[config.mk]
export PLATFORM = sky130hd
export DESIGN_NAME = cmd_dispatcher
export DESIGN_NICKNAME = d
export VERILOG_FILES = /design/src/rtl/cmd_dispatcher.sv
export SDC_FILE = /design/constraint.sdc
export NUM_CORES = 1
export LEC_CHECK = 0
export CAP_MARGIN = 20
export CORE_UTILIZATION = 30
export DETAILED_ROUTE_END_ITERATION = 16
export PLACE_DENSITY = 0.74
export SLEW_MARGIN = 15
export SYNTH_ARGS = -nofsm -noshare
export SYNTH_HDL_FRONTEND = slang
export SYNTH_SLANG_ARGS = --single-unit
[constraint.sdc]
create_clock -name clk -period 6.3 [get_ports clk]
set_clock_uncertainty 0.05 [all_clocks]
set_input_delay 1.26 -clock clk [delete_from_list [all_inputs] [get_ports clk]]
set_output_delay 1.26 -clock clk [all_outputs]
set_load 0.1 [all_outputs]
[src/rtl/cmd_dispatcher.sv]
// Task dispatcher: forwards task packets to idle accelerators, tracks busy state,
// and retires it when an accelerator reports a finish packet on the reply stream.
module cmd_dispatcher #(
  parameter int          NUM_ACCS    = 16,
  parameter logic [7:0]  FINISH_CODE = 8'h03,
  localparam int         ACC_BITS    = (NUM_ACCS > 1) ? $clog2(NUM_ACCS) : 1
) (
  input  logic                clk,
  input  logic                rst,

  input  logic [63:0]         task_in_tdata,
  input  logic                task_in_tvalid,
  output logic                task_in_tready,
  input  logic                task_in_tlast,
  input  logic [ACC_BITS-1:0] task_in_tdest,

  output logic [63:0]         cmdin_tdata,
  output logic                cmdin_tvalid,
  input  logic                cmdin_tready,
  output logic                cmdin_tlast,
  output logic [ACC_BITS-1:0] cmdin_tdest,

  input  logic [63:0]         cmdout_tdata,
  input  logic                cmdout_tvalid,
  output logic                cmdout_tready,
  input  logic                cmdout_tlast,
  input  logic [ACC_BITS-1:0] cmdout_tid,
  input  logic [2:0]          cmdout_tdest,

  output logic [NUM_ACCS-1:0] busy,
  output logic [ACC_BITS:0]   outstanding,
  output logic                err_dest,
  output logic                err_spurious
);

  localparam logic [ACC_BITS:0] NUM_W = (ACC_BITS+1)'(NUM_ACCS);

  typedef enum logic [1:0] {IDLE, FWD, DROP} disp_state_t;
  typedef enum logic       {HDR, BODY}       cpl_state_t;

  disp_state_t          disp_state, disp_next;
  cpl_state_t           cpl_state,  cpl_next;
  logic [ACC_BITS-1:0]  dest_q, dest_d;
  logic [ACC_BITS-1:0]  tid_q, tid_d, clr_idx;
  logic                 armed_q, armed_d, hdr_arm, clr_fire, spurious;
  logic                 err_dest_d;
  logic [NUM_ACCS-1:0]  set_mask, clr_mask, busy_d;
  logic [ACC_BITS:0]    count_d;
  logic                 unused_bits;

  function automatic logic [NUM_ACCS-1:0] onehot(input logic [ACC_BITS-1:0] idx);
    logic [NUM_ACCS-1:0] v;
    v = '0;
    for (int unsigned i = 0; i < NUM_ACCS; i++) v[i] = (idx == ACC_BITS'(i));
    return v;
  endfunction

  assign cmdin_tdata   = task_in_tdata;
  assign cmdin_tlast   = task_in_tlast;
  assign cmdin_tdest   = dest_q;
  assign cmdout_tready = 1'b1;
  assign unused_bits   = &{1'b0, cmdout_tdest, cmdout_tdata[63:8]};

  always_comb begin
    disp_next      = disp_state;
    dest_d         = dest_q;
    err_dest_d     = err_dest;
    task_in_tready = 1'b0;
    cmdin_tvalid   = 1'b0;
    set_mask       = '0;
    case (disp_state)
      IDLE: begin
        if (task_in_tvalid) begin
          if ({1'b0, task_in_tdest} >= NUM_W) begin
            dest_d     = task_in_tdest;
            err_dest_d = 1'b1;
            disp_next  = DROP;
          end else if (!(|(busy & onehot(task_in_tdest)))) begin
            dest_d    = task_in_tdest;
            disp_next = FWD;
          end
        end
      end
      FWD: begin
        cmdin_tvalid   = task_in_tvalid;
        task_in_tready = cmdin_tready;
        if (task_in_tvalid && cmdin_tready && task_in_tlast) begin
          set_mask  = onehot(dest_q);
          disp_next = IDLE;
        end
      end
      DROP: begin
        task_in_tready = 1'b1;
        if (task_in_tvalid && task_in_tlast) disp_next = IDLE;
      end
      default: disp_next = IDLE;
    endcase
  end

  // Single-word finish packets arm and clear from the header itself, bypassing tid_q.
  always_comb begin
    cpl_next = cpl_state;
    tid_d    = tid_q;
    armed_d  = armed_q;
    clr_fire = 1'b0;
    clr_idx  = tid_q;
    hdr_arm  = (cmdout_tdata[7:0] == FINISH_CODE) && ({1'b0, cmdout_tid} < NUM_W);
    case (cpl_state)
      HDR: begin
        if (cmdout_tvalid) begin
          if (cmdout_tlast) begin
            clr_fire = hdr_arm;
            clr_idx  = cmdout_tid;
          end else begin
            cpl_next = BODY;
            tid_d    = cmdout_tid;
            armed_d  = hdr_arm;
          end
        end
      end
      BODY: begin
        if (cmdout_tvalid && cmdout_tlast) begin
          clr_fire = armed_q;
          cpl_next = HDR;
        end
      end
      default: cpl_next = HDR;
    endcase
  end

  always_comb begin
    clr_mask = clr_fire ? onehot(clr_idx) : '0;
    spurious = clr_fire && !(|(clr_mask & busy));
    busy_d   = (busy & ~clr_mask) | set_mask;
    count_d  = '0;
    for (int unsigned i = 0; i < NUM_ACCS; i++) count_d = count_d + (ACC_BITS+1)'(busy_d[i]);
  end

  always_ff @(posedge clk or posedge rst) begin
    if (rst) begin
      disp_state   <= IDLE;
      cpl_state    <= HDR;
      dest_q       <= '0;
      tid_q        <= '0;
      armed_q      <= 1'b0;
      busy         <= '0;
      outstanding  <= '0;
      err_dest     <= 1'b0;
      err_spurious <= 1'b0;
    end else begin
      disp_state   <= disp_next;
      cpl_state    <= cpl_next;
      dest_q       <= dest_d;
      tid_q        <= tid_d;
      armed_q      <= armed_d;
      busy         <= busy_d;
      outstanding  <= count_d;
      err_dest     <= err_dest_d;
      err_spurious <= err_spurious | spurious;
    end
  end

endmodule

==> impl_metrics.yaml <==
setup_path:
  criticalPathCategory: "input port to flop"
  worst-endpoint-arrival_ns: 6.24
  timing.critical_path.required_ns: 6.49
  endpoint_kind: "flop"
  startpoint_type: "input port"
  critPathMaxFanout: 5
drt:
  avgRoutedWirePerCell_um: 17.3
  drt_first_iter_violations: 196
  antenna_violating_nets_post_route: 0
  detail_route.drc_violations: 0
  num_vias: 2167
  routed_wl_mm: 6.98
  number_of_search_and_repair_iterations_in_the_first_detailed_routing_pass: 4
  viasPerCell: 5.38
clock_network:
  clock_latency_ns: 0.30
  tritoncts_num_sinks: 33
  post_cts_resize_count: 0
  post_cts.repair.setup_buffers: 0
  cts_htree_levels: 2
  cts_hold_buf: 0
  numCtsBuffers: 5
  clock_tree_from_tritoncts: "built"
  cts_root_buffer: "clkbuf_8"
  cts.path.max_buffers: 2
  clk_pin_slew_ns: 0.07
synth:
  synth-seq-area-share_pct: 29.0
  postSynthCellCount: 297
  yosys-mux-area-fraction_pct: 10.9
  yosys.area_share.xor_xnor_pct: 0.616
  async_flop_share_pct: 100
  synth_top_family_by_area: "buffers and inverters"
  synth_nets: 458
  area_fraction_in_compound_gates_after_synthesis_pct: 13.9
  mappedNetlistArea_um2: 2840
  synth-adder-area-share_pct: 9.24
  yosysWarnings: 0
  synth.distinct_cells: 47
  synthSimpleGateAreaFrac_pct: 15.2
  yosys_most_used_dff: "dfrtp_1"
  syn-mean-instance-area_um2: 9.57
  synth_edf_count: 0
  register_bit_total_from_synthesis: 33
global_route:
  antenna_violations_before_repair: 0
  first_global_vias: 2220
  grt-ovfl-total: 0
  grt_max_degree: 34
  wire_length_of_the_first_global_routing_pass_mm: 11.3
  total_routing_usage_gr_pct: 14.8
placed_design:
  detailedPlacementHpwl_mm: 5.47
  place.gp.congestion: 0.949
  post-place-cells: 395
  pre_cts_ws_ns: -0.0177
  place.port_buffers: 51
finish:
  n_antenna_cell: 0
  final-instance-count-excl-fill: 403
  final_nets: 452
  post_route_cells_drive_above_1_share_pct: 14.0
  area_growth_syn_to_layout_pct: 10.7
power:
  largest_voltage_drop_on_the_vdd_net_mv: 0.647
  pwr_density_cell_nw_per_um2: 734
  power.leakage_uw: 0.00131
timing:
  final_critical_path_setup_slack_ns: 0.249
  timing.final.crit_period_ns: 6.05
  worst_slew_margin_rel_pct: 34.2
  tightestPinTransition_ns: 0.984
  finalSetupViolCount: 0
  fmax_ghz: 0.165
  timing.final.crit_share_pct: 96.0
  rsz0062_at_grt: "no"
  finalHoldViolations: 0
  maxSlewViolCount: 0
floorplan:
  dieWidth_um: 99.3
  fp.coreArea_um2: 9200
  initial_core_util_pct: 30.9
  die-height_um: 99.3
  num_rows: 35
  ios: 241
  design.die.area_um2: 9870
outcome:
  status: "finished, final reports clean"
flow_run:
  max-cap-violations: 0
hold_path:
  worst_hold_path_type: "flop to flop"
cells in the mapped netlist, drive strengths merged, types with 2 or more instances:
cell type	number	area [um^2]
and3	5	31.3
a21oi	10	57.6
nand2b	12	75.1
nor4b	2	17.5
a21o	2	15.0
or4	2	22.5
and2	3	20.0
nor2	10	37.5
ha	5	62.6
nand3	6	30.0
o31ai	5	37.5
a22oi	4	30.0
fa	10	200
nor3b	2	15.0
xnor2	2	17.5
mux4	4	90.1
conb	2	7.51
nor2b	5	31.3
nor3	2	10.0
clkbuf	5	20.0
o21a	4	30.0
nand2	14	52.6
nand3b	2	15.0
buf	69	515
inv	15	56.3
nor4	4	25.0
a32o	2	20.0
o21ai	19	95.1
dfrtp	33	826
a221oi	2	17.5
mux2	13	150
mux2i	7	70.1
a22o	6	52.6
routing by layer:
layer	GRT usage (%)	vias up	wire length [um]
met5	0	-	0
met4	7.47	0	224
met3	4.29	30	633
met2	24.7	114	3460
met1	17.3	1065	2660
li1	-	958	-
sequential cells by signal, summed over array words and instances, names as in the netlist, named ones only:
name,flops
busy,16
outstanding,5
cmdin_tdest,4
tid_q,4
err_spurious,1
disp_state,1
armed_q,1
cell type report:
cell class / count / area [um^2]
Fill cell: 913 / 6050
Tap cell: 111 / 139
Clock buffer: 7 / 86.3
Multi-Input combinational cell: 175 / 1430
Inverter: 15 / 56.3
Sequential cell: 33 / 826
Timing Repair Buffer: 61 / 586
Clock inverter: 1 / 30.0
placed cells by master (no fill, tap or decap), types with 4 or more instances in the layout:
cell type and instances:
mux4_2 4, o21ai_0 19, ha_1 5, clkdlybuf4s50_1 51, mux2_2 12, and3_1 5
mux2i_1 7, nand2_1 14, o31ai_1 5, a22o_1 6, fa_1 10, o21a_1 4
nor2b_1 5, clkbuf_8 6, inv_1 15, buf_4 10, a21oi_1 8, nor2_1 10
nand2b_1 12, nand3_1 6, a22oi_1 4, dfrtp_1 33, nor4_1 4
worst max-delay path, stage by stage:
cell             delay [ns]
clkdlybuf4s50_1        0.40
or4_4                  0.58
or4_4                  0.45
a21oi_2                0.18
nand2_1                0.07
a22o_1                 0.24
fa_1                   0.55
inv_1                  0.05
fa_1                   0.49
fa_1                   0.53
fa_1                   0.51
inv_1                  0.07
ha_1                   0.15
inv_1                  0.06
fa_1                   0.39
nor2b_1                0.13
o21a_1                 0.12
power by group:
group	internal (uW)	switching (uW)	leakage [uW]
Clock	129	84.5	0.0000585
Sequential	308	123	0.000411
Combinational	590	1080	0.000838
per-stage QoR:
stage          utilization (%)  cell area [um^2]  hold WS [ns]  power (uW)  setup TNS, ns
2_1_floorplan                -              2840         0.425        1860              0
3_3_place_gp              33.0              3030         0.407        2050              0
3_5_place_dp              33.0              3030         0.421        2110        -0.0177
4_1_cts                   34.2              3150         0.447        2350              0
5_1_grt                   34.2              3150         0.476        2530              0
6_report                  34.2              3150         0.449        2310              0
path summary, 6_finish.rpt:
| check | start | to | slack, ns | cells past startpoint |
|---|---|---|---|---|
| worst max-delay path | cmdout_tdata[7] | outstanding[4] | 0.25 | 17 |
| worst min-delay path | err_spurious | err_spurious | 0.45 | 2 |
| worst max register to register | flop | outstanding[4] | 1.42 | 16 |
| worst min register to register | err_spurious | err_spurious | 0.45 | 2 |
| max in group asynchronous | rst | busy[6] | 4.57 | 3 |
| min in group asynchronous | rst | busy[10] | 1.31 | 3 |
kinds of logic (layout without fill, tap and decap cells):
family,count (synthesis),after routing
buffers and inverters,89,84
and+or+nand+nor,73,73
AOI/OAI and AO/OA,59,59
DFF,33,33
muxes,24,24
adders and majority gates,15,15
other,2,2
xor gates and xnor gates,2,2
(Power assumes the default switching activity.)
